[config.mk]
export PLATFORM = sky130hd
export DESIGN_NAME = bcd_time_display
export DESIGN_NICKNAME = d
export VERILOG_FILES = /design/src/rtl/bcd_time_display.sv
export SDC_FILE = /design/constraint.sdc
export NUM_CORES = 1
export LEC_CHECK = 0
export CORE_UTILIZATION = 60
export CTS_CLUSTER_SIZE = 14
export DETAILED_ROUTE_END_ITERATION = 12
export PLACE_DENSITY = 0.91
export SYNTH_ARGS = -nofsm -noshare
export SYNTH_HDL_FRONTEND = slang
export SYNTH_SLANG_ARGS = --single-unit
[constraint.sdc]
create_clock -name clk -period 6 [get_ports clk]
set_input_delay 1.2 -clock clk [delete_from_list [all_inputs] [get_ports clk]]
set_output_delay 1.2 -clock clk [all_outputs]
set_load 0.02 [all_outputs]
[src/rtl/bcd_time_display.sv]
// Purpose: BCD timekeeper (MM:SS or HH:MM:SS) with validated load, alarm edge detect and a blinking 7-segment scan.
// Latency: time advances every TICK_DIV cycles; load/reject, alarm_hit and anode/seg are registered and appear one cycle later.
// Backpressure: none; a load is either taken or rejected (load_err) in the cycle it is presented.
//
// Ports:
//   clk, reset        - single clock, synchronous active-high reset
//   run               - advance time; 0 freezes time and the prescaler
//   load, load_time   - one-cycle load request with BCD time (digit 0 = seconds units at [3:0])
//   alarm_time, alarm_en - alarm compare value and enable
//   edit_sel          - one-hot digit to blink, all-zero for none
//   time_out          - current BCD time
//   sec_tick, load_err, alarm_hit - single-cycle event pulses
//   anode, seg        - active-low digit enables, active-high {g,f,e,d,c,b,a}
module bcd_time_display #(
  parameter int DIGITS    = 4,
  parameter int TICK_DIV  = 100_000_000,
  parameter int SCAN_DIV  = 65_536,
  parameter int BLINK_DIV = 25_000_000
) (
  input  logic                clk,
  input  logic                reset,
  input  logic                run,
  input  logic                load,
  input  logic [4*DIGITS-1:0] load_time,
  input  logic [4*DIGITS-1:0] alarm_time,
  input  logic                alarm_en,
  input  logic [DIGITS-1:0]   edit_sel,
  output logic [4*DIGITS-1:0] time_out,
  output logic                sec_tick,
  output logic                load_err,
  output logic                alarm_hit,
  output logic [DIGITS-1:0]   anode,
  output logic [6:0]          seg
);

  localparam int W  = 4 * DIGITS;
  localparam int PW = $clog2(TICK_DIV);
  localparam int SW = $clog2(SCAN_DIV + 1);
  localparam int BW = $clog2(BLINK_DIV + 1);
  localparam int IW = $clog2(DIGITS);

  localparam logic [PW-1:0] TICK_LAST  = PW'(TICK_DIV - 1);
  localparam logic [SW-1:0] SCAN_LAST  = SW'(SCAN_DIV - 1);
  localparam logic [BW-1:0] BLINK_LAST = BW'(BLINK_DIV - 1);
  localparam logic [IW-1:0] IDX_LAST   = IW'(DIGITS - 1);

  if (DIGITS != 4 && DIGITS != 6) begin : g_bad_digits
    $error("bcd_time_display: DIGITS must be 4 or 6");
  end

  // Both helpers work on a 24-bit image; a 4-digit time is zero-extended,
  // so its (empty) hours field is always legal and the carry out of the
  // minutes-tens digit is simply dropped on truncation, giving 59:59 -> 00:00.
  function automatic logic [23:0] bcd_inc(input logic [23:0] t);
    logic [23:0] r;
    logic        c;
    r = t;
    c = 1'b1;
    for (int i = 0; i < 4; i++) begin
      if (c) begin
        if (t[4*i +: 4] == (((i % 2) == 1) ? 4'd5 : 4'd9)) begin
          r[4*i +: 4] = 4'd0;
        end else begin
          r[4*i +: 4] = t[4*i +: 4] + 4'd1;
          c           = 1'b0;
        end
      end
    end
    // Hours roll as a pair: 23 -> 00, otherwise ordinary BCD carry.
    if (c) begin
      if (t[23:16] == 8'h23)       r[23:16] = 8'h00;
      else if (t[19:16] == 4'd9)   r[23:16] = {t[23:20] + 4'd1, 4'd0};
      else                         r[19:16] = t[19:16] + 4'd1;
    end
    return r;
  endfunction

  function automatic logic bcd_ok(input logic [23:0] t);
    logic ok;
    ok = 1'b1;
    for (int i = 0; i < 4; i++) begin
      if (t[4*i +: 4] > (((i % 2) == 1) ? 4'd5 : 4'd9)) ok = 1'b0;
    end
    if (t[23:20] > 4'd2)                         ok = 1'b0;
    if (t[19:16] > 4'd9)                         ok = 1'b0;
    if (t[23:20] == 4'd2 && t[19:16] > 4'd3)     ok = 1'b0;
    return ok;
  endfunction

  function automatic logic [6:0] seg_enc(input logic [3:0] d);
    case (d)
      4'd0:    seg_enc = 7'b0111111;
      4'd1:    seg_enc = 7'b0000110;
      4'd2:    seg_enc = 7'b1011011;
      4'd3:    seg_enc = 7'b1001111;
      4'd4:    seg_enc = 7'b1100110;
      4'd5:    seg_enc = 7'b1101101;
      4'd6:    seg_enc = 7'b1111101;
      4'd7:    seg_enc = 7'b0000111;
      4'd8:    seg_enc = 7'b1111111;
      4'd9:    seg_enc = 7'b1101111;
      default: seg_enc = 7'b0000000;
    endcase
  endfunction

  logic [PW-1:0] presc;
  logic [W-1:0]  time_inc;
  logic          load_ok;
  logic          match;
  logic          match_q;

  assign time_inc = W'(bcd_inc(24'(time_out)));
  assign load_ok  = bcd_ok(24'(load_time));
  assign match    = alarm_en & (time_out == alarm_time);

  // Timekeeping: a valid load wins over a coincident tick; a rejected load
  // leaves the prescaler and time path running as if no load were present.
  always_ff @(posedge clk) begin
    if (reset) begin
      time_out  <= '0;
      presc     <= '0;
      sec_tick  <= 1'b0;
      load_err  <= 1'b0;
      match_q   <= 1'b0;
      alarm_hit <= 1'b0;
    end else begin
      sec_tick  <= 1'b0;
      load_err  <= load & ~load_ok;
      match_q   <= match;
      alarm_hit <= match & ~match_q;
      if (load && load_ok) begin
        time_out <= load_time;
        presc    <= '0;
      end else if (run) begin
        if (presc == TICK_LAST) begin
          presc    <= '0;
          time_out <= time_inc;
          sec_tick <= 1'b1;
        end else begin
          presc <= presc + 1'b1;
        end
      end
    end
  end

  logic [SW-1:0]     scan_cnt;
  logic [IW-1:0]     scan_idx;
  logic [BW-1:0]     blink_cnt;
  logic              blink_ph;
  logic [3:0]        cur_dig;
  logic              cur_edit;
  logic [DIGITS-1:0] anode_nxt;

  // Digit mux is a compare loop rather than a variable part-select so an
  // unused index code (6 and 7 when DIGITS=6) can never address past time_out.
  always_comb begin
    cur_dig   = 4'd0;
    cur_edit  = 1'b0;
    anode_nxt = '1;
    for (int i = 0; i < DIGITS; i++) begin
      if (scan_idx == IW'(i)) begin
        cur_dig      = time_out[4*i +: 4];
        cur_edit     = edit_sel[i];
        anode_nxt[i] = 1'b0;
      end
    end
    if (blink_ph && cur_edit) anode_nxt = '1;
  end

  always_ff @(posedge clk) begin
    if (reset) begin
      scan_cnt  <= '0;
      scan_idx  <= '0;
      blink_cnt <= '0;
      blink_ph  <= 1'b0;
      anode     <= '1;
      seg       <= 7'b0000000;
    end else begin
      if (scan_cnt == SCAN_LAST) begin
        scan_cnt <= '0;
        scan_idx <= (scan_idx == IDX_LAST) ? '0 : scan_idx + 1'b1;
      end else begin
        scan_cnt <= scan_cnt + 1'b1;
      end
      if (blink_cnt == BLINK_LAST) begin
        blink_cnt <= '0;
        blink_ph  <= ~blink_ph;
      end else begin
        blink_cnt <= blink_cnt + 1'b1;
      end
      anode <= anode_nxt;
      seg   <= seg_enc(cur_dig);
    end
  end

endmodule

==> results.json, run 1 <==
{
  "tightest_slew_ns": 1.114,
  "wl_um": 12290,
  "worst_path_max_delay_cell": "or4_1",
  "relSlewSlack_pct": 25.05,
  "dp_hpwl_um": 8584,
  "dp_cells": 771,
  "overflow": 0,
  "synth.area.mux_share_pct": 0.9633,
  "synth_top_family_by_area": "simple AND/OR/NAND/NOR gates",
  "start_util_pct": 61.66,
  "synth_fa_ha_area_share_pct": 3.289,
  "yosys.area_share.simple_pct": 29.93,
  "cts_buffer_depth": 2,
  "clk_pin_slew_worst_paths_ns": 0.11,
  "n_antenna_cell": 0,
  "globalRouteTotalUtil_pct": 26.41,
  "postSynthCellCount": 622,
  "vias": 4707,
  "drv_cap": 0,
  "drive_above_1_share_pct": 4.860,
  "cp_max_fo": 9,
  "rsz0062_at_grt": "false",
  "grt_pass1_wl_um": 19050,
  "hold_viol": 0,
  "synth_edf_count": 0,
  "hold_class": "reg2reg",
  "cp.required_ns": 6.24,
  "ys_types": 59,
  "antenna_left": 0,
  "cp-start-kind": "input pin",
  "fin_crit_sh_pct": 51.51,
  "cts_tree": "yes",
  "post-cts-setup-buffer-count": 0,
  "core-area_sq_um": 8636,
  "dieHeight_um": 96.21,
  "n_fill_cell": 629,
  "cpLargestDelayFamily": "simple AND/OR/NAND/NOR gates",
  "ctsHoldBuffers": 0,
  "power_density_nw_per_um2": 210.2,
  "p_leak_nw": 2.157,
  "die-area_sq_um": 9256,
  "drc_errors": 0,
  "antenna_found_initial": 0,
  "mappedNetlistNets": 677,
  "synth_compound_area_share_pct": 8.365,
  "period_needed_ns": 3.091,
  "cts_resized": 0,
  "synth-async-reset-ratio_pct": 0,
  "slowest_delay_ns": 0.65,
  "syn_area_per_cell_sq_um": 8.561,
  "htreeDepth": 3,
  "cts.sinks": 103,
  "finalSetupViolations": 0,
  "io_buffers": 70,
  "crit_type": "in2reg",
  "fin_worst_skew_ns": 0.01696,
  "area_growth_pct": 16.19,
  "path_cells": "clkdlybuf4s50_1, nand4_1, or4_1, nor4_1, xnor2_1, nor2_1",
  "synth_xor_area_share_pct": 13.32,
  "place_congestion": 0.9050,
  "ys_seq_elements": 103,
  "routed_via_density": 5.981,
  "ios": 71,
  "cp_data_arrival_time_ns": 3.33,
  "fin_cells": 787,
  "synth_flop_cell": "dfxtp_1",
  "synth-seq-area-share_pct": 38.72,
  "synth_warnings": 0,
  "crit_buf_inv": 1,
  "die_w_um": 96.21,
  "cts-root-buf": "clkbuf_8",
  "wl_per_cell_um": 15.61,
  "status": "finished clean",
  "fin_nets": 729,
  "clk_latency_ns": 0.39,
  "rows": 34,
  "first_pass_iters": 6,
  "setup_tns_ns": 0,
  "max_freq_ghz": 0.3236,
  "vdd_ir_drop_max_mv": 0.2454,
  "netlist_area_sq_um": 5325,
  "drtIter0Drc": 352,
  "numCtsBuffers": 9,
  "grt_pass1_vias": 4269,
  "final_max_slew_viol_count": 0,
  "endpoint_kind": "flop",
  "grt_max_degree": 32
}
## final timing paths
| check | startpoint | to | slack, ns | cells past startpoint |
|---|---|---|---|---|
| hold reg to reg | match_q$_SDFF_PP0_ | alarm_hit$_SDFF_PP0_ | 0.40 | 1 |
| setup reg to reg | scan_idx[0]$_SDFFE_PP0P_ | seg[3]$_SDFF_PP0_ | 3.31 | 8 |
| setup / recovery | run | presc[21]$_SDFFE_PP0P_ | 2.91 | 6 |
| hold / removal | match_q$_SDFF_PP0_ | alarm_hit$_SDFF_PP0_ | 0.40 | 1 |
## metal layers
| layer | track usage, % | up-vias | part of all wire (%) |
|---|---|---|---|
| met3 | 5.924 | 27 | 6.5 |
| met1 | 31.92 | 2227 | 42 |
| met2 | 45.09 | 180 | 49 |
| met5 | 0 | - | 0 |
| li1 | - | 2273 | - |
| met4 | 10.82 | 0 | 2.1 |
## cell families after synthesis
| logic type | after synthesis |
|---|---|
| DFF | 103 |
| adders and majority gates | 14 |
| muxes | 5 |
| buffers and inverters | 50 |
| and+or+nand+nor | 300 |
| AOI/OAI and AO/OA | 69 |
| xor gates and xnor gates | 81 |
## cells in the final DEF (no fill, tap or decap), types with 6 or more instances in the layout
master / netlist / routed
dfxtp_1: 103 / 103
nor2_1: 96 / 96
clkdlybuf4s50_1: 0 / 70
xor2_1: 50 / 50
nand2_1: 46 / 46
xnor2_1: 31 / 31
nand4_1: 27 / 27
a21oi_1: 21 / 21
nand3_1: 20 / 20
nor4_1: 20 / 20
inv_1: 19 / 19
o21ai_0: 15 / 15
ha_1: 14 / 14
nor3_1: 13 / 13
nor2b_1: 10 / 10
and3_1: 9 / 9
a211oi_1: 9 / 9
clkbuf_8: 5 / 9
or4_1: 8 / 8
a311oi_1: 8 / 8
nand2b_1: 6 / 6
## where the power goes
| group | internal, mW | total [mW] | switching, mW | leakage (nW) |
|---|---|---|---|---|
| clock network | 0.240 | 0.499 | 0.259 | 0.108 |
| registers | 0.694 | 0.705 | 0.0111 | 0.835 |
| logic | 0.0507 | 0.0959 | 0.0452 | 1.21 |
## through the flow
step,hold slack (ns),instance area [sq um],power (mW),setup WS (ns),utilization (%)
2_1_floorplan,0.3674,5325,0.7681,3.177,-
3_3_place_gp,0.3733,5959,0.8122,2.672,69.01
3_5_place_dp,0.3895,5959,0.8161,2.541,69.01
4_1_cts,0.4060,6187,1.302,2.932,71.65
5_1_grt,0.4168,6187,1.344,2.784,71.65
6_report,0.4025,6187,1.300,2.909,71.65
## flip-flops by register name, summed over array words and instances (netlist names)
| register | cells |
|---|---|
| seg | 7 |
| presc | 27 |
| match_q | 1 |
| sec_tick | 1 |
| blink_ph | 1 |
| anode | 4 |
| blink_cnt | 25 |
| scan_idx | 2 |
| load_err | 1 |
| alarm_hit | 1 |
| scan_cnt | 17 |
| time_out | 16 |
## cells in the mapped netlist, types with 3 or more instances
| library cell | n | area share (%) |
|---|---|---|
| dfxtp_1 | 103 | 39 |
| nor2_1 | 96 | 6.8 |
| xor2_1 | 50 | 8.2 |
| nand2_1 | 46 | 3.2 |
| xnor2_1 | 31 | 5.1 |
| nand4_1 | 27 | 3.2 |
| a21oi_1 | 21 | 2.0 |
| nand3_1 | 20 | 1.9 |
| nor4_1 | 20 | 2.3 |
| inv_1 | 19 | 1.3 |
| clkbuf_1 | 17 | 1.2 |
| o21ai_0 | 15 | 1.4 |
| ha_1 | 14 | 3.3 |
| nor3_1 | 13 | 1.2 |
| nor2b_1 | 10 | 1.2 |
| a211oi_1 | 9 | 1.3 |
| and3_1 | 9 | 1.1 |
| a311oi_1 | 8 | 1.3 |
| or4_1 | 8 | 1.1 |
| nand2b_1 | 6 | 0.70 |
| and2_1 | 5 | 0.59 |
| buf_2 | 5 | 0.47 |
| clkbuf_8 | 5 | 1.3 |
| or3_1 | 5 | 0.59 |
| mux2i_1 | 4 | 0.75 |
| nand3b_1 | 4 | 0.56 |
| nor3b_1 | 4 | 0.56 |
| o31ai_1 | 4 | 0.56 |
| nor4b_1 | 3 | 0.49 |
| or2_2 | 3 | 0.35 |
## final cells by class
cell class,count,area (sq um),area share (%)
Sequential cell,103,2062,33.33
Multi-Input combinational cell,469,2975,48.09
Clock buffer,9,123.9,2.002
Tap cell,108,135.1,2.184
Timing Repair Buffer,72,715.7,11.57
Inverter,19,71.32,1.153
Clock inverter,7,103.9,1.678
(Power assumes the default switching activity.)
==> run 2, diff against run 1 <==
- CORE_UTILIZATION: 60 -> 50
- PLACE_DENSITY: 0.91 -> 0.81
- clock period: 6 -> 2.71 ns (I/O delays scaled with it)
==> results.json, run 2 (synthesized netlist as in run 1, its figures left out) <==
{
  "status": "finished clean",
  "layout_commonest_cell": "dfxtp_1",
  "finalSetupViolations": 0,
  "drtIter0Drc": 180,
  "hold_viol": 0,
  "fin_worst_skew_ns": 0.01326,
  "antenna_left": 0,
  "clk_pin_slew_worst_paths_ns": 0.10,
  "p_total_mw": 2.871,
  "worstReg2RegStart": "presc[0]$_SDFFE_PP0P_",
  "htreeDepth": 3,
  "cts.sinks": 103,
  "pre_cts_ws_ns": 0.1234,
  "grt_pass1_wl_um": 20400,
  "drc_errors": 0,
  "setup_tns_ns": 0,
  "fin_cells": 829,
  "dieHeight_um": 105.2,
  "hp-start": "match_q$_SDFF_PP0_",
  "worst_path_max_delay_cell": "or4_1",
  "hold-path-endpoint": "alarm_hit$_SDFF_PP0_",
  "routed_via_density": 5.604,
  "core-area_sq_um": 10320,
  "power_density_nw_per_um2": 453.4,
  "hold_class": "reg2reg",
  "vias": 4646,
  "tightest_slew_ns": 0.5952,
  "grt_pass1_vias": 4475,
  "multi_input_area_sq_um": 2975,
  "area_growth_pct": 18.89,
  "wl_per_cell_um": 14.78,
  "largestRegisters": "presc: 27 flops, blink_cnt: 25 flops, scan_cnt: 17 flops",
  "n_antenna_cell": 0,
  "regArea_sq_um": 2062,
  "crit_type": "reg2reg",
  "n_fill_cell": 852,
  "r2r_cells": 6,
  "rsz0062_at_grt": "false",
  "relSlewSlack_pct": 59.95,
  "dp_hpwl_um": 8762,
  "cts_tree": "yes",
  "dp_cells": 813,
  "wl_um": 12250,
  "setup_ws_ns": 0.3077,
  "path_cells": "ha_1, nand2_1, nor4_2, nand3_2, or4_1, a311oi_1",
  "place_congestion": 0.8918,
  "rows": 37,
  "cp_data_arrival_time_ns": 2.69,
  "cts_resized": 0,
  "rrSetupSlack_ns": 0.31,
  "placed_area_sq_um": 6100,
  "numCtsBuffers": 9,
  "die_w_um": 105.2,
  "post-cts-setup-buffer-count": 0,
  "fin_crit_sh_pct": 88.65,
  "globalRouteTotalUtil_pct": 22.75,
  "drv_cap": 0,
  "fin_nets": 743,
  "vdd_ir_drop_max_mv": 0.2961,
  "finish.instance_area_sq_um": 6331,
  "cts_buffer_depth": 2,
  "cp-start-kind": "flop",
  "die-area_sq_um": 11070,
  "final_cell_mix": "103 x dfxtp_1, 96 x nor2_1, 70 x clkdlybuf4s50_1",
  "ios": 71,
  "clk_latency_ns": 0.37,
  "drive_above_1_share_pct": 6.638,
  "timing.rr.end": "time_out[9]$_SDFFE_PP0P_",
  "largest_reg_flops": 27,
  "final_max_slew_viol_count": 0,
  "ctsHoldBuffers": 0,
  "largest_register": "presc",
  "slowest_delay_ns": 0.58,
  "first_pass_iters": 5,
  "antenna_found_initial": 0,
  "io_buffers": 70,
  "cp.required_ns": 3.00,
  "max_freq_ghz": 0.4163,
  "endpoint_kind": "flop",
  "period_needed_ns": 2.402,
  "cts-root-buf": "clkbuf_8",
  "p_leak_nw": 2.231,
  "grt_max_degree": 26,
  "cp_max_fo": 12,
  "overflow": 0,
  "holdPathStages": 1,
  "start_util_pct": 51.58
}
-- run 2: cell count changes in the layout (fill, tap and decap cells not counted), sizes merged --
cell,before,now
buf,2,16
clkbuf,9,12
clkinv,1,0
clkinvlp,2,1
inv,21,20
-- run 2: how the worst max path moves through the flow --
stage,to,start,slack (ns),cells after the start
after CTS,time_out[9]$_SDFFE_PP0P_,presc[0]$_SDFFE_PP0P_,0.36,6
after floorplan,time_out[12]$_SDFFE_PP0P_,time_out[3]$_SDFFE_PP0P_,0.46,6
final,time_out[9]$_SDFFE_PP0P_,presc[0]$_SDFFE_PP0P_,0.31,6
after global placement,presc[19]$_SDFFE_PP0P_,run,0.20,7
after detailed placement,presc[25]$_SDFFE_PP0P_,run,0.12,6
after global routing,time_out[9]$_SDFFE_PP0P_,presc[0]$_SDFFE_PP0P_,0.06,6
-- run 2: area by class of cell --
cell class / count / area share (%)
clock inverters: 4 / 1.206
well taps: 136 / 2.688
inverters: 19 / 1.126
multi-input cells: 469 / 47.00
flip-flops and latches: 103 / 32.57
repair buffers: 86 / 12.96
clock buffers: 12 / 2.451
-- run 2: routing by layer --
metal,part of all wire [%],GRT usage [%]
met5,0,0
met1,43,26.94
met2,48,39.00
met3,5.7,4.866
met4,2.5,10.76
-- run 2: worst max-delay path: cells and delay by family (launching register included) --
family	cells	cell delay (ns)
and+or+nand+nor	4	1.44
AOI/OAI and AO/OA	1	0.26
adders and majority gates	1	0.26
DFF	1	0.37
-- run 2: metrics by stage --
step	hold slack (ns)	util, %
floorplan	0.3674	-
global placement	0.3758	59.08
detailed placement	0.3842	59.08
CTS	0.3989	61.33
global route	0.4185	61.33
finish	0.3942	61.33
-- run 2: where the power goes --
group	switching, mW	internal, mW
clock	0.517	0.575
sequential	0.0225	1.54
combinational	0.103	0.116
==> run 3, diff against run 2 <==
- TNS_END_PERCENT: unset -> 50
==> results of run 3 <==
Same layout as run 2: the final DEF is identical, and so are final timing and power.
